--- src/rtl/abus_mem_target.sv ---
// abus target: single-port word memory answering req/ack transactions after WAIT_STATES cycles.
// Build option ABUS_RANGE_ERR_EN: addresses >= DEPTH report err instead of wrapping.
module abus_mem_target #(
  parameter int ADDR_W      = 8,
  parameter int DATA_W      = 16,
  parameter int DEPTH       = 128,
  parameter int WAIT_STATES = 1
) (
  input  logic                clk,
  input  logic                rst_n,
  input  logic                req,
  input  logic                we,
  input  logic [ADDR_W-1:0]   addr,
  input  logic [DATA_W-1:0]   wdata,
  input  logic [DATA_W/8-1:0] be,
  output logic                ack,
  output logic [DATA_W-1:0]   rdata,
  output logic                err,
  output logic                busy
);

  localparam int NB    = DATA_W / 8;
  localparam int IDX_W = (DEPTH > 1) ? $clog2(DEPTH) : 1;

  typedef enum logic [1:0] {
    IDLE   = 2'd0,
    ACCESS = 2'd1,
    RESP   = 2'd2
  } state_t;

  state_t              state_q, state_d;
  logic [3:0]          cnt_q, cnt_d;
  logic                we_q, we_d;
  logic [ADDR_W-1:0]   addr_q, addr_d;
  logic [DATA_W-1:0]   wdata_q, wdata_d;
  logic [NB-1:0]       be_q, be_d;
  logic                ack_q, ack_d;
  logic [DATA_W-1:0]   rdata_q, rdata_d;
  logic                err_q, err_d;
  logic                busy_q, busy_d;

  logic                go_resp_s;
  logic                acc_we_s;
  logic [ADDR_W-1:0]   acc_addr_s;
  logic [DATA_W-1:0]   acc_wdata_s;
  logic [NB-1:0]       acc_be_s;
  logic [IDX_W-1:0]    acc_idx_s;
  logic                in_range_s;
  logic                commit_s;

  logic [DATA_W-1:0]   mem [DEPTH];

  // Next-state logic and request capture
  always_comb begin
    state_d   = state_q;
    cnt_d     = cnt_q;
    we_d      = we_q;
    addr_d    = addr_q;
    wdata_d   = wdata_q;
    be_d      = be_q;
    go_resp_s = 1'b0;
    case (state_q)
      IDLE: begin
        if (req) begin
          we_d    = we;
          addr_d  = addr;
          wdata_d = wdata;
          be_d    = be;
          cnt_d   = 4'd0;
          if (WAIT_STATES == 0) begin
            state_d   = RESP;
            go_resp_s = 1'b1;
          end else begin
            state_d = ACCESS;
          end
        end else begin
          state_d = IDLE;
        end
      end
      ACCESS: begin
        if (cnt_q == 4'(WAIT_STATES - 1)) begin
          state_d   = RESP;
          go_resp_s = 1'b1;
          cnt_d     = 4'd0;
        end else begin
          cnt_d = cnt_q + 4'd1;
        end
      end
      RESP:    state_d = IDLE;
      default: state_d = IDLE;
    endcase
  end

  // Zero wait states commit on the accepting edge, so the live bus fields are used then
  always_comb begin
    if (state_q == IDLE) begin
      acc_we_s    = we;
      acc_addr_s  = addr;
      acc_wdata_s = wdata;
      acc_be_s    = be;
    end else begin
      acc_we_s    = we_q;
      acc_addr_s  = addr_q;
      acc_wdata_s = wdata_q;
      acc_be_s    = be_q;
    end
    acc_idx_s = IDX_W'(32'(acc_addr_s) % 32'(DEPTH));
`ifdef ABUS_RANGE_ERR_EN
    in_range_s = (32'(acc_addr_s) < 32'(DEPTH));
`else
    in_range_s = 1'b1;
`endif
    commit_s = go_resp_s & acc_we_s & in_range_s & rst_n;
  end

  // Response outputs, all loaded on the edge entering RESP
  always_comb begin
    ack_d  = go_resp_s;
    err_d  = go_resp_s & ~in_range_s;
    busy_d = (state_d != IDLE);
    if (go_resp_s && !acc_we_s) begin
      if (in_range_s) begin
        rdata_d = mem[acc_idx_s];
      end else begin
        rdata_d = {DATA_W{1'b0}};
      end
    end else begin
      rdata_d = rdata_q;
    end
  end

  // Control and response registers
  always_ff @(posedge clk or negedge rst_n) begin
    if (!rst_n) begin
      state_q <= IDLE;
      cnt_q   <= 4'd0;
      we_q    <= 1'b0;
      addr_q  <= {ADDR_W{1'b0}};
      wdata_q <= {DATA_W{1'b0}};
      be_q    <= {NB{1'b0}};
      ack_q   <= 1'b0;
      rdata_q <= {DATA_W{1'b0}};
      err_q   <= 1'b0;
      busy_q  <= 1'b0;
    end else begin
      state_q <= state_d;
      cnt_q   <= cnt_d;
      we_q    <= we_d;
      addr_q  <= addr_d;
      wdata_q <= wdata_d;
      be_q    <= be_d;
      ack_q   <= ack_d;
      rdata_q <= rdata_d;
      err_q   <= err_d;
      busy_q  <= busy_d;
    end
  end

  // Byte-masked memory write; the array itself is never reset
  always_ff @(posedge clk) begin
    for (int i = 0; i < NB; i++) begin
      if (commit_s && acc_be_s[i]) begin
        mem[acc_idx_s][8*i +: 8] <= acc_wdata_s[8*i +: 8];
      end
    end
  end

  assign ack   = ack_q;
  assign rdata = rdata_q;
  assign err   = err_q;
  assign busy  = busy_q;

endmodule

--- config.mk ---
export PLATFORM = sky130hd
export DESIGN_NAME = abus_mem_target
export DESIGN_NICKNAME = d
export VERILOG_FILES = /design/src/rtl/abus_mem_target.sv
export SDC_FILE = /design/constraint.sdc
export NUM_CORES = 2
export LEC_CHECK = 0
export CORE_ASPECT_RATIO = 0.5
export CORE_MARGIN = 2
export CORE_UTILIZATION = 62
export DETAILED_ROUTE_END_ITERATION = 7
export PLACE_DENSITY = 0.78
export SLEW_MARGIN = 20
export SYNTH_ARGS = -nofsm -noshare
export SYNTH_HDL_FRONTEND = slang
export SYNTH_SLANG_ARGS = --single-unit
--- constraint.sdc ---
create_clock -name clk -period 8.2 [get_ports clk]
set_input_delay 2.05 -clock clk [delete_from_list [all_inputs] [get_ports clk]]
set_output_delay 2.05 -clock clk [all_outputs]
set_load 0.02 [all_outputs]
Yosys cells after proc, flatten, opt, wreduce, memory -nomap -nowiden
Memories as Yosys holds them, arrays and structs flattened. A register that Yosys moved wholly into a read port is not among the register bits.
Cells that the tools add are included.
{ "totals": {"regBits": 34, "mem_bits_rw": 2048, "input_bits": 30, "output_inout_bits": 19, "word_cells": 41, "n_memories": 1} }
{ "mem_list": {"columns": ["name", "depth", "word_bits", "read_ports", "rd_clocked_by_memory_dff", "wr", "line", "source"], "rows": [
  ["mem", 128, 16, 1, 1, 1, "51", "logic [DATA_W-1:0] mem [DEPTH];"]
]} }
{ "op_classes": {"n_addsub": 1, "n_eq_ne": 2, "n_mux": 16, "bitwise": 2, "n_reduce_logical": 11} }
{ "op_table": {"columns": ["op", "n"], "rows": [
  ["$mux W16", 1],
  ["$mux W1", 8],
  ["$mux W4", 2],
  ["$pmux W4 S2", 1],
  ["$mux W7", 1],
  ["$add A4 B1 Y4 const B", 1],
  ["$logic_not A4 Y1", 1],
  ["$mux W2", 2],
  ["$pmux W2 S2", 1],
  ["$reduce_and A2 Y1", 2],
  ["$reduce_bool A2 Y1", 2],
  ["$logic_and A1 B1 Y1", 3],
  ["$and A1 B1 Y1", 2],
  ["$eq A2 B1 Y1 const B", 1],
  ["$logic_not A1 Y1", 2],
  ["$logic_not A2 Y1", 1],
  ["$ne A2 B2 Y1 const B", 1]
]} }

Logic depth before layout (Yosys ltp)
{ "depth": {"ltp_word": 8, "depth_mapped": 13, "depth_no_buf": 8} }

Worst setup path after synthesis
No wires, ideal clock.
{ "synth_timing": {"path_type": "input to register", "from": "input addr[0]", "to": "memory mem[115][0] (enable)", "setup_time_ns": 0.370, "arrival_time_ns": 4.150, "t_required_ns": 7.830, "setup_slack_ns": 3.680, "stages": 9, "n_path_buf": 5, "cell_sequence": "or3b_1 -> buf_2 -> o22ai_2 -> buf_2 -> buf_2 -> buf_2 -> nand2_1 -> clkbuf_1 -> nor2_1"} }
{ "synth_via": {"elab_chain_cells": 1} }
{ "synth_rtl": {"columns": ["item", "line", "source"], "rows": [
  ["from (decl)", "13", "input logic [ADDR_W-1:0] addr,"],
  ["$mux W7", "96", "if (state_q == IDLE) begin"],
  ["to (decl)", "51", null]
]} }
Every way passes these cells.

Worst setup path after layout
{ "layout_timing": {"from": "input addr[0]", "to": "memory mem[103][3] (enable)"} }
Same word-level chain as after synthesis.

==> flow_summary.yaml <==
placement:
  place_hpwl_mm: 125
  routabilityCongestion: 0.929
  placed_area_sq_mm: 0.0829
  port_buffers: 46
  post-place-ws_ns: 1.85
critical_path:
  path_cells: "clkdlybuf4s50_1 -> or3b_1 -> o22ai_4 -> nand2_2 -> nor2_1"
  crit_family: "simple AND/OR/NAND/NOR gates"
  worstSetupStartpointType: "input port"
  crit_path_end_kind: "flop"
  max_stage_delay_ns: 1.01
  worstSetupPathType: "in -> reg"
  worst-r2r-setup-slack_ns: 3.36
  crit_path_max_fanout: 22
  required_ns: 8.62
  reg2reg_from: "state_q[1]"
  cp.buffers_inverters: 1
  crit_path_start: "addr[0]"
  cp.arrival_ns: 6.26
  cpMaxStageDelayCell: "o22ai_4"
timing:
  worst_slew_pin_slew_ns: 1.24
  setup_viol: 0
  period_share_pct: 71.2
  rsz0062_at_grt: "no"
  fin_ws_ns: 2.36
  whs_ns: 0.508
  max_freq_ghz: 0.171
  worst_slew_margin_rel_pct: 16.3
  tns_ns: 0
  hold_viol: 0
  skew_ns: 0.0330
  finalWorstPathRequiredPeriod_ns: 5.84
  slew_violations: 0
power:
  total_power_w: 0.0336
  peakVddDrop_mv: 0.435
  p_leak_nw: 28.3
  powerDensity_mw_per_mm2: 380
yosys:
  yosys.cell_types.count: 67
  postSynthAreaPerCell_sq_um: 16.4
  synth_area_sq_mm: 0.0807
  synth-main-ff-cell: "edfxtp_1"
  yosys-top-cells-count: "2,048 x edfxtp_1, 390 x nand2_1, 371 x mux2i_1"
  synth.most_common_cell: "edfxtp_1"
  synth_seq_cells: 2098
  syn_inst: 4911
  synthArstFlopShare_pct: 2.38
  synth_nets: 4943
  synth-edff-count: 2048
  synth.top_cell.area_share_pct: 76.2
  ys_warn_count: 0
  yosys-top-cells-area: "edfxtp_1 76%, mux2i_1 4.6%, a22oi_1 2.9%"
  synth_top_cell_by_area: "edfxtp_1"
  ys_seq_area_share_pct: 77.8
clock_tree:
  cts.hold.buffers_added: 0
  cts_resized: 0
  post-cts-setup-buffers: 0
  clk-insertion-delay-late_ns: 0.82
  clk_path_buf_depth: 3
  cts-root-buf: "clkbuf_16"
  cts_made_buffers: 171
  htree_levels: 4
  cts.sinks: 2098
  clkSlewWorstSetupHoldPaths_ns: 0.06
  cts_tree: "done"
routing:
  drt-initial-drc-count: 8479
  routed_via_density: 7.11
  drtAntennaViolNets: 0
  num_vias: 48200
  drc: 0
  wl_per_cell_um: 32.1
  drt_first_pass_iters: 8
  wl_mm: 217
floorplanning:
  fp.dieH_um: 259
  initial_utilization_pct: 62.6
  coreArea_sq_mm: 0.129
  placementRows: 93
  pin_count: 49
  dieArea_sq_mm: 0.133
  die_x_um: 514
global_route:
  grtUsageTotal_pct: 32.5
  grt_pass1_vias: 47500
  grt_pass1_wl_mm: 312
  grt_max_degree: 111
  grt_overflow: 0
  antenna_found_initial: 3
flow_run:
  max-cap-violations: 0
worst_hold_path:
  hold_path_class: "reg -> reg"
  hp-start: "wdata_q[10]"
layout:
  drive_above_1_share_pct: 9.23
  area_growth_pct: 9.73
  n_fill_cell: 7806
  nNetsFinal: 4954
  fin_area_sq_mm: 0.0885
run_status:
  status: "finished, final reports clean"
## worst paths after layout
kind	endpoint	cells after the start
min reg2reg	wdata_q[10]	1
max	mem[103][3]	5
min	wdata_q[10]	1
max in group asynchronous	rdata[15]	2
max reg2reg	rdata[5]	9
min in group asynchronous	wdata_q[5]	2
## cells by family after synthesis
family                     count (synthesis)  share of synthesized area (%)
DFF                                     2098                           77.8
AOI/OAI and AO/OA                       1241                           10.7
and+or+nand+nor                          826                           4.22
muxes                                    407                           5.11
buffers and inverters                    335                           2.15
adders and majority gates                  2                         0.0310
other                                      1                        0.00465
xor gates and xnor gates                   1                         0.0109
## metal layers
metal  vias up  part of all wire (%)  global-route usage, %
li1      19700                     -                      -
met1     23800                    35                   44.0
met2      4078                    45                   48.5
met3       619                    17                   11.7
met4         0                   4.0                   13.0
met5         -                     0                      0
## worst register-to-register path, stage by stage, from the launching register on
cell and delay, ns:
dfrtp_1 0.58, nor2_4 0.44, buf_4 0.52, nor2_1 0.17
nor2_4 0.77, buf_4 0.44, o22ai_1 0.15, o31a_1 0.35
o41ai_1 1.01, a41oi_1 0.22
## where the power goes
part	total, W	leakage, nW	switching, W	internal [W]
Sequential	0.0142	19.1	0.000137	0.0141
Clock	0.00819	2.70	0.00374	0.00445
Combinational	0.0112	6.54	0.00836	0.00287
Total	0.0336	28.3	0.0122	0.0214
## area by class of cell
type,instances,area [sq um],area share (%)
Sequential cell,2098,62800,70.9
Multi-Input combinational cell,2478,16500,18.7
Clock buffer,222,4760,5.38
Tap cell,1710,2140,2.42
Timing Repair Buffer,166,1560,1.76
Clock inverter,89,736,0.831
Inverter,7,26.3,0.0297
Antenna cell,3,7.51,0.00848
## through the flow
stage          utilization [%]  std cells
5_1_grt                   68.6       6770
3_3_place_gp              64.3       6457
4_1_cts                   68.6       6768
6_report                  68.7       6773
3_5_place_dp              64.3       6457
2_1_floorplan                -       4911
## flip-flops by register name (all words and copies together) (netlist names)
signal   cells
ack          1
busy         1
we_q         1
rdata       16
state_q      2
cnt_q        4
addr_q       7
wdata_q     16
mem       2048
be_q         2
## cells in the final DEF (no fill, tap or decap), types with 33 or more instances in the layout
master,count
o21ai_0,228
clkdlybuf4s50_1,45
a41oi_1,54
nand2_1,367
nand3_1,41
clkbuf_16,180
mux2i_1,369
a221oi_1,96
dfrtp_1,50
a21oi_1,146
buf_4,103
a22oi_1,312
a31oi_1,47
edfxtp_1,2048
nor2_1,295
o22ai_1,160
clkinv_1,33
Note: power is estimated with default switching activity, not from simulation.
